**config.mk**
```make
export PLATFORM = sky130hd
export DESIGN_NAME = l2_cache_wb
export DESIGN_NICKNAME = d
export VERILOG_FILES = /design/src/rtl/l2_cache_pkg.sv /design/src/rtl/l2_way_select.sv /design/src/rtl/l2_cache_wb.sv
export SDC_FILE = /design/constraint.sdc
export NUM_CORES = 2
export LEC_CHECK = 0
export CAP_MARGIN = 0
export CORE_MARGIN = 1.5
export CORE_UTILIZATION = 50
export CTS_CLUSTER_DIAMETER = 200
export DETAILED_ROUTE_END_ITERATION = 6
export GPL_ROUTABILITY_DRIVEN = 0
export GPL_TIMING_DRIVEN = 0
export PLACE_DENSITY = 0.66
export SYNTH_ARGS = -nofsm -noshare
export SYNTH_HDL_FRONTEND = slang
export SYNTH_SLANG_ARGS = --single-unit
```
**constraint.sdc**
```tcl
create_clock -name clk -period 7.4 [get_ports clk]
set_clock_uncertainty 0.2 [all_clocks]
set_input_delay 1.11 -clock clk [delete_from_list [all_inputs] [get_ports clk]]
set_output_delay 1.11 -clock clk [all_outputs]
set_load 0.02 [all_outputs]
```
**src/rtl/l2_cache_pkg.sv**
```systemverilog
// Shared definitions for the L2 write-back cache: FSM state type and
// address-field width helpers (offset / index / tag).
package l2_cache_pkg;

  typedef enum logic [2:0] {
    IDLE,
    LOOKUP,
    WRITEBACK,
    REFILL,
    RESPOND
  } state_e;

  function automatic int offset_width(input int data_width);
    return $clog2(data_width / 8);
  endfunction

  function automatic int index_width(input int num_sets);
    return $clog2(num_sets);
  endfunction

  function automatic int tag_width(input int addr_width, input int data_width, input int num_sets);
    return addr_width - offset_width(data_width) - index_width(num_sets);
  endfunction

endpackage

```
**src/rtl/l2_way_select.sv**
```systemverilog
// Victim-way selection: lowest-index invalid way, otherwise a per-set
// round-robin pointer that advances on every allocation into the set.
module l2_way_select
  import l2_cache_pkg::*;
#(
  parameter int NUM_SETS = 16,
  parameter int NUM_WAYS = 2,
  localparam int IW = index_width(NUM_SETS),
  localparam int WW = $clog2(NUM_WAYS)
) (
  input  logic                clk,
  input  logic                rst_n,
  input  logic [IW-1:0]       set_idx,
  input  logic [NUM_WAYS-1:0] set_valid,
  input  logic                alloc,
  output logic [WW-1:0]       victim
);

  logic [WW-1:0] ptr_q [NUM_SETS];
  logic [WW-1:0] ptr_d [NUM_SETS];
  logic          found;

  always_comb begin
    victim = ptr_q[set_idx];
    found  = 1'b0;
    for (int w = 0; w < NUM_WAYS; w++) begin
      if (!found && !set_valid[w]) begin
        victim = WW'(w);
        found  = 1'b1;
      end
    end
  end

  // Pointer width equals log2(NUM_WAYS), so the increment wraps modulo NUM_WAYS.
  always_comb begin
    ptr_d = ptr_q;
    if (alloc) begin
      ptr_d[set_idx] = ptr_q[set_idx] + WW'(1);
    end
  end

  always_ff @(posedge clk or negedge rst_n) begin
    if (!rst_n) begin
      for (int s = 0; s < NUM_SETS; s++) begin
        ptr_q[s] <= '0;
      end
    end else begin
      ptr_q <= ptr_d;
    end
  end

endmodule

```
**src/rtl/l2_cache_wb.sv**
```systemverilog
// Set-associative, one-word-per-line, write-back / write-allocate L2 cache.
// Optional hit/miss statistics counters enabled by macro L2_CACHE_STATS_EN.
module l2_cache_wb
  import l2_cache_pkg::*;
#(
  parameter int DATA_WIDTH = 32,
  parameter int ADDR_WIDTH = 32,
  parameter int NUM_SETS   = 16,
  parameter int NUM_WAYS   = 2
) (
  input  logic                  clk,
  input  logic                  rst_n,
  input  logic [ADDR_WIDTH-1:0] l1_cache_addr,
  input  logic [DATA_WIDTH-1:0] l1_cache_data_in,
  output logic [DATA_WIDTH-1:0] l1_cache_data_out,
  input  logic                  l1_cache_read,
  input  logic                  l1_cache_write,
  output logic                  l1_cache_ready,
  output logic [ADDR_WIDTH-1:0] mem_addr,
  output logic [DATA_WIDTH-1:0] mem_data_out,
  input  logic [DATA_WIDTH-1:0] mem_data_in,
  output logic                  mem_read,
  output logic                  mem_write,
  input  logic                  mem_ready,
  output logic [31:0]           hit_count,
  output logic [31:0]           miss_count
);

  localparam int OW = offset_width(DATA_WIDTH);
  localparam int IW = index_width(NUM_SETS);
  localparam int TW = tag_width(ADDR_WIDTH, DATA_WIDTH, NUM_SETS);
  localparam int WW = $clog2(NUM_WAYS);
  localparam logic [ADDR_WIDTH-1:0] LINE_MASK = ~((ADDR_WIDTH'(1) << OW) - ADDR_WIDTH'(1));

  state_e                state_q, state_d;
  logic [ADDR_WIDTH-1:0] req_addr_q, req_addr_d;
  logic [DATA_WIDTH-1:0] req_data_q, req_data_d;
  logic                  req_write_q, req_write_d;
  logic [WW-1:0]         way_q, way_d;
  logic [DATA_WIDTH-1:0] data_out_q, data_out_d;
  logic [ADDR_WIDTH-1:0] mem_addr_q, mem_addr_d;
  logic [DATA_WIDTH-1:0] mem_wdata_q, mem_wdata_d;

  logic [NUM_WAYS-1:0]   valid_q [NUM_SETS];
  logic [NUM_WAYS-1:0]   valid_d [NUM_SETS];
  logic [NUM_WAYS-1:0]   dirty_q [NUM_SETS];
  logic [NUM_WAYS-1:0]   dirty_d [NUM_SETS];
  logic [TW-1:0]         tag_q   [NUM_SETS][NUM_WAYS];
  logic [TW-1:0]         tag_d   [NUM_SETS][NUM_WAYS];
  logic [DATA_WIDTH-1:0] line_q  [NUM_SETS][NUM_WAYS];
  logic [DATA_WIDTH-1:0] line_d  [NUM_SETS][NUM_WAYS];

  logic [IW-1:0]         req_idx;
  logic [TW-1:0]         req_tag;
  logic                  hit;
  logic [WW-1:0]         hit_way;
  logic [WW-1:0]         victim;
  logic                  alloc;
  logic                  fill_en;
  logic                  fill_dirty;
  logic [WW-1:0]         fill_way;
  logic [DATA_WIDTH-1:0] fill_data;

  assign req_idx = req_addr_q[OW +: IW];
  assign req_tag = req_addr_q[ADDR_WIDTH-1 -: TW];

  always_comb begin
    hit     = 1'b0;
    hit_way = '0;
    for (int w = 0; w < NUM_WAYS; w++) begin
      if (valid_q[req_idx][w] && (tag_q[req_idx][w] == req_tag)) begin
        hit     = 1'b1;
        hit_way = WW'(w);
      end
    end
  end

  l2_way_select #(
    .NUM_SETS (NUM_SETS),
    .NUM_WAYS (NUM_WAYS)
  ) u_way_select (
    .clk       (clk),
    .rst_n     (rst_n),
    .set_idx   (req_idx),
    .set_valid (valid_q[req_idx]),
    .alloc     (alloc),
    .victim    (victim)
  );

  always_comb begin
    state_d     = state_q;
    req_addr_d  = req_addr_q;
    req_data_d  = req_data_q;
    req_write_d = req_write_q;
    way_d       = way_q;
    data_out_d  = data_out_q;
    mem_addr_d  = mem_addr_q;
    mem_wdata_d = mem_wdata_q;
    alloc       = 1'b0;
    fill_en     = 1'b0;
    fill_dirty  = 1'b0;
    fill_way    = way_q;
    fill_data   = req_data_q;
    unique case (state_q)
      IDLE: begin
        if (l1_cache_read || l1_cache_write) begin
          req_addr_d  = l1_cache_addr;
          req_data_d  = l1_cache_data_in;
          req_write_d = l1_cache_write;
          state_d     = LOOKUP;
        end
      end
      LOOKUP: begin
        if (hit) begin
          state_d = RESPOND;
          if (req_write_q) begin
            fill_en    = 1'b1;
            fill_dirty = 1'b1;
            fill_way   = hit_way;
          end else begin
            data_out_d = line_q[req_idx][hit_way];
          end
        end else begin
          alloc = 1'b1;
          way_d = victim;
          if (valid_q[req_idx][victim] && dirty_q[req_idx][victim]) begin
            state_d     = WRITEBACK;
            mem_addr_d  = ADDR_WIDTH'({tag_q[req_idx][victim], req_idx}) << OW;
            mem_wdata_d = line_q[req_idx][victim];
          end else if (req_write_q) begin
            fill_en    = 1'b1;
            fill_dirty = 1'b1;
            fill_way   = victim;
            state_d    = RESPOND;
          end else begin
            state_d    = REFILL;
            mem_addr_d = req_addr_q & LINE_MASK;
          end
        end
      end
      WRITEBACK: begin
        if (mem_ready) begin
          if (req_write_q) begin
            fill_en    = 1'b1;
            fill_dirty = 1'b1;
            state_d    = RESPOND;
          end else begin
            state_d    = REFILL;
            mem_addr_d = req_addr_q & LINE_MASK;
          end
        end
      end
      REFILL: begin
        if (mem_ready) begin
          fill_en    = 1'b1;
          fill_data  = mem_data_in;
          data_out_d = mem_data_in;
          state_d    = RESPOND;
        end
      end
      RESPOND: state_d = IDLE;
      default: state_d = IDLE;
    endcase
  end

  always_comb begin
    valid_d = valid_q;
    dirty_d = dirty_q;
    tag_d   = tag_q;
    line_d  = line_q;
    if (fill_en) begin
      valid_d[req_idx][fill_way] = 1'b1;
      dirty_d[req_idx][fill_way] = fill_dirty;
      tag_d[req_idx][fill_way]   = req_tag;
      line_d[req_idx][fill_way]  = fill_data;
    end
  end

  always_ff @(posedge clk or negedge rst_n) begin
    if (!rst_n) begin
      state_q     <= IDLE;
      req_addr_q  <= '0;
      req_data_q  <= '0;
      req_write_q <= 1'b0;
      way_q       <= '0;
      data_out_q  <= '0;
      mem_addr_q  <= '0;
      mem_wdata_q <= '0;
      for (int s = 0; s < NUM_SETS; s++) begin
        valid_q[s] <= '0;
        dirty_q[s] <= '0;
      end
    end else begin
      state_q     <= state_d;
      req_addr_q  <= req_addr_d;
      req_data_q  <= req_data_d;
      req_write_q <= req_write_d;
      way_q       <= way_d;
      data_out_q  <= data_out_d;
      mem_addr_q  <= mem_addr_d;
      mem_wdata_q <= mem_wdata_d;
      valid_q     <= valid_d;
      dirty_q     <= dirty_d;
    end
  end

  // Tag and data storage is qualified by the valid bits, so it needs no reset.
  always_ff @(posedge clk) begin
    tag_q  <= tag_d;
    line_q <= line_d;
  end

  assign l1_cache_ready    = (state_q == RESPOND);
  assign mem_read          = (state_q == REFILL);
  assign mem_write         = (state_q == WRITEBACK);
  assign l1_cache_data_out = data_out_q;
  assign mem_addr          = mem_addr_q;
  assign mem_data_out      = mem_wdata_q;

`ifdef L2_CACHE_STATS_EN
  logic [31:0] hit_count_q, hit_count_d;
  logic [31:0] miss_count_q, miss_count_d;

  always_comb begin
    hit_count_d  = hit_count_q;
    miss_count_d = miss_count_q;
    if (state_q == LOOKUP) begin
      if (hit && (hit_count_q != '1)) begin
        hit_count_d = hit_count_q + 32'd1;
      end
      if (!hit && (miss_count_q != '1)) begin
        miss_count_d = miss_count_q + 32'd1;
      end
    end
  end

  always_ff @(posedge clk or negedge rst_n) begin
    if (!rst_n) begin
      hit_count_q  <= '0;
      miss_count_q <= '0;
    end else begin
      hit_count_q  <= hit_count_d;
      miss_count_q <= miss_count_d;
    end
  end

  assign hit_count  = hit_count_q;
  assign miss_count = miss_count_q;
`else
  assign hit_count  = '0;
  assign miss_count = '0;
`endif

endmodule

```
==> metrics.log <==
INFO  metric place_hpwl = approximately 180000 µm
INFO  metric stdcell_count = between 7000 and 8000
INFO  metric violations = design-rule violations, max-capacitance violations, max-slew violations
INFO  metric crit_arrival = about 7.4 ns
INFO  metric peak_supply_drop = 0.0002969 V
INFO  metric syn-mean-instance-area = 20.39 µm²
INFO  metric timing.critical_path.from_type = flip-flop
INFO  metric report.final.setup_viol = 0
INFO  metric overflow_after_grt = 0
INFO  metric ranking_of_synthesized_cells_by_instance_count = sky130_fd_sc_hd__edfxtp_1 (1856), sky130_fd_sc_hd__mux4_2 (522), sky130_fd_sc_hd__dfrtp_1 (243)
INFO  metric clock_tree.htree_level_count = 4
INFO  metric setup.worst_path.end = line_q[809]$_DFFE_PP_
INFO  metric synthesis.instances = about 4200
INFO  metric rows = approximately 150
INFO  metric synth_sequential_area_ratio = 0.7229
INFO  metric area.growth.synth_to_final = 17.23%
INFO  metric timing.slew.headroom = -0.01278
INFO  metric synth.distinct_cells = 90
INFO  metric worstReg2RegStart = req_addr_q[3]$_DFFE_PN0P_
INFO  metric die-width = 416.6 µm
INFO  metric final_max_slew_viol_count = 11
INFO  metric synth.ff_latch_count = ~2100
INFO  metric wl_per_cell = roughly 37 µm
INFO  metric ant_nets = 0
INFO  metric place_inst = between 6000 and 7000
INFO  metric gr-usage-all-layers = 0.3082
INFO  metric synth-warning-count = 0
INFO  metric grt_start_max_net_pins = 93
INFO  metric design.final.nets = roughly 4900
INFO  metric route.detailed.drc = 1
INFO  metric endpoint_kind = flip-flop
INFO  metric report.final.hold_viol_count = 0
INFO  metric fp.dieArea = about 170000 µm²
INFO  metric asyncSetResetFlopFracSynth = 0.1158
INFO  metric design.core.area = 169700 µm²
INFO  metric detail_route.iter0.violations = ~8500
INFO  metric cts_sinks = 2099
INFO  metric finalCriticalPeriod = around 7.1 ns
INFO  metric drive_gt1_frac = 0.2827
INFO  metric reg2reg_depth = 18
INFO  metric grt_pass1_vias = between 40000 and 50000
INFO  metric ys_top_cells_by_area = sky130_fd_sc_hd__edfxtp_1 (65%), sky130_fd_sc_hd__mux4_2 (14%), sky130_fd_sc_hd__dfrtp_1 (7.1%)
INFO  metric routed_wl = between 200000 and 300000 µm
INFO  metric worst-slew-pin-transition = between 1.5 and 2 ns
INFO  metric numCtsBuffers = approximately 210
INFO  metric place.port_buffers = 197
INFO  metric worst_hold_path_type = reg2reg
INFO  metric timing.reg2reg.setup_slack = between 0.3 and 0.4 ns
INFO  metric grt_first_pass_wirelength = around 370000 µm
INFO  metric maxCapViolCount = 1
INFO  metric die_height = roughly 420 µm
INFO  metric yosys.cell_count.top_type = sky130_fd_sc_hd__edfxtp_1
INFO  metric cts_root_buffer = sky130_fd_sc_hd__clkbuf_16
INFO  metric timing.critical_path.from = req_addr_q[3]$_DFFE_PN0P_
INFO  metric grt_setup_unrepaired = false
INFO  metric cp.required = 7.72 ns
INFO  metric clock_insertion_delay_worst_skew = 0.87 ns
INFO  metric netlist.top_cell.by_area = sky130_fd_sc_hd__edfxtp_1
INFO  metric power_density = around 440 nW/µm²
INFO  metric report.power.total = 0.04363 W
INFO  metric tritoncts = yes
INFO  metric num_vias = 47840
INFO  metric post-synth-top-area-fraction = 0.6518
INFO  metric netlist_area = between 80000 and 90000 µm²
INFO  metric first_pass_iters = 7
INFO  metric grt_antenna_before_repair = 5
INFO  metric setup_tns = 0 ns
INFO  metric number_of_synthesized_flops_with_an_enable_pin = 1856
INFO  metric initial_core_util = 0.5040
INFO  metric r2r_end = line_q[809]$_DFFE_PP_
INFO  metric ys_dominant_reg_cell = sky130_fd_sc_hd__edfxtp_1
INFO  metric cts_max_path_buffers = 3
INFO  metric power.leakage = about 34 nW
INFO  metric crit_path_max_fanout = 35
INFO  metric design.portCount = approximately 260
INFO  metric cts.clk_slew.worst_paths = 0.06 ns
INFO  metric worst_hold_slack = roughly 0.26 ns
INFO  metric detail_route.vias_per_cell = between 6 and 7
INFO  metric criticalPathCategory = reg2reg
INFO  metric result_of_the_run = finished, violations left
INFO  metric period_share = 0.9589
INFO  metric timing.fmax = about 140 MHz
==> routing by layer <==
| layer | vias to the layer above | wire (µm) | GRT usage |
|---|---|---|---|
| met2 | 3617 | 119000 | 0.4574 |
| met3 | 679 | 33060 | 0.07500 |
| met1 | 25220 | 101500 | 0.4407 |
| met5 | - | 81 | 0.002779 |
| li1 | 18320 | - | - |
| met4 | 4 | 12990 | 0.1269 |
==> flip-flops by register name, indices dropped and copies added, names as in the netlist, 3 cells and up <==
name	cells
mem_data_out	32
state_q	3
req_addr_q	30
valid_q	32
mem_addr	32
u_way_select.ptr_q	16
line_q	1024
dirty_q	32
tag_q	832
req_data_q	32
l1_cache_data_out	32
==> worst min path at each step <==
| stage | start | end | slack [ns] | depth (start not counted) |
|---|---|---|---|---|
| detailed placement | valid_q[27]$_DFFE_PN0P_ | valid_q[27]$_DFFE_PN0P_ | 0.25 | 1 |
| global route | valid_q[21]$_DFFE_PN0P_ | valid_q[21]$_DFFE_PN0P_ | 0.28 | 1 |
| finish | valid_q[27]$_DFFE_PN0P_ | valid_q[27]$_DFFE_PN0P_ | 0.26 | 1 |
| global placement | valid_q[11]$_DFFE_PN0P_ | valid_q[11]$_DFFE_PN0P_ | 0.25 | 1 |
| floorplan | valid_q[18]$_DFFE_PN0P_ | valid_q[18]$_DFFE_PN0P_ | 0.23 | 1 |
| CTS | valid_q[27]$_DFFE_PN0P_ | valid_q[27]$_DFFE_PN0P_ | 0.26 | 1 |
==> where the power goes <==
| group | switching [W] | internal (W) | total (W) |
|---|---|---|---|
| registers | 0.00123 | 0.0155 | 0.0168 |
| logic | 0.0102 | 0.00635 | 0.0165 |
| clock network | 0.00449 | 0.00583 | 0.0103 |
| total | 0.0159 | 0.0277 | 0.0436 |
==> layout make-up <==
type | count | area [µm²]
inverters | 42 | 195.2
clock inverters | 107 | 1056
clock buffers | 277 | 5524
flip-flops and latches | 2099 | 61830
repair buffers | 322 | 4965
well taps | 2218 | 2775
fillers | 12210 | 69410
diodes | 3 | 7.507
multi-input cells | 1799 | 22040
plain buffers | 316 | 1857
==> kinds of logic (layout without fill, tap and decap cells) <==
group,count (synthesis),in the layout,synth area share
compound gates,307,307,0.02572
buf+inv,358,1064,0.02345
mux,1025,1025,0.2009
xor+xnor,50,50,0.005121
flops,2099,2099,0.7229
other cells,1,67,0.00004385
simple gates,353,353,0.02186
==> worst max-delay path, cell delays in order (launching register included) <==
cell and delay [ns]:
sky130_fd_sc_hd__dfrtp_1 0.34, sky130_fd_sc_hd__buf_6 0.15, sky130_fd_sc_hd__buf_6 0.20, sky130_fd_sc_hd__buf_6 0.26
sky130_fd_sc_hd__buf_2 0.58, sky130_fd_sc_hd__mux4_2 0.52, sky130_fd_sc_hd__nand2_1 0.11, sky130_fd_sc_hd__o311ai_0 0.15
sky130_fd_sc_hd__o21ai_0 0.84, sky130_fd_sc_hd__a41oi_1 0.37, sky130_fd_sc_hd__a21oi_1 0.37, sky130_fd_sc_hd__and4_4 0.37
sky130_fd_sc_hd__nor2_2 0.10, sky130_fd_sc_hd__a211oi_4 0.42, sky130_fd_sc_hd__buf_6 0.31, sky130_fd_sc_hd__buf_12 0.18
sky130_fd_sc_hd__nand3_2 0.17, sky130_fd_sc_hd__inv_4 0.66, sky130_fd_sc_hd__buf_12 0.32
==> cell usage in the layout (no fill, tap or decap), types with 88 or more instances in the layout <==
cell type / n
sky130_fd_sc_hd__edfxtp_1: 1856
sky130_fd_sc_hd__mux4_2: 522
sky130_fd_sc_hd__mux2i_1: 241
sky130_fd_sc_hd__dfrtp_1: 231
sky130_fd_sc_hd__clkbuf_16: 208
sky130_fd_sc_hd__mux2_2: 202
sky130_fd_sc_hd__clkdlybuf4s50_1: 196
sky130_fd_sc_hd__clkbuf_1: 167
sky130_fd_sc_hd__nand2_1: 125
sky130_fd_sc_hd__buf_4: 88
==> stage by stage <==
step / area, µm² / utilization / worst slack (ns)
3_3_place_gp: 90500 / 0.5334 / -6.977
4_1_cts: 100200 / 0.5907 / 0.1819
5_1_grt: 100200 / 0.5908 / 0.4301
2_1_floorplan: 85750 / - / 0.7834
6_report: 100200 / 0.5909 / 0.3040
3_5_place_dp: 93620 / 0.5518 / 0.1913
==> timing repair <==
item,in CTS,in global routing
hold endpoints to repair,51,0
buffers inserted,0,1
hold buffers,1,0
resized for setup,0,1
endpoints found under the setup margin,0,31
Note: power is estimated with default switching activity, not from simulation.
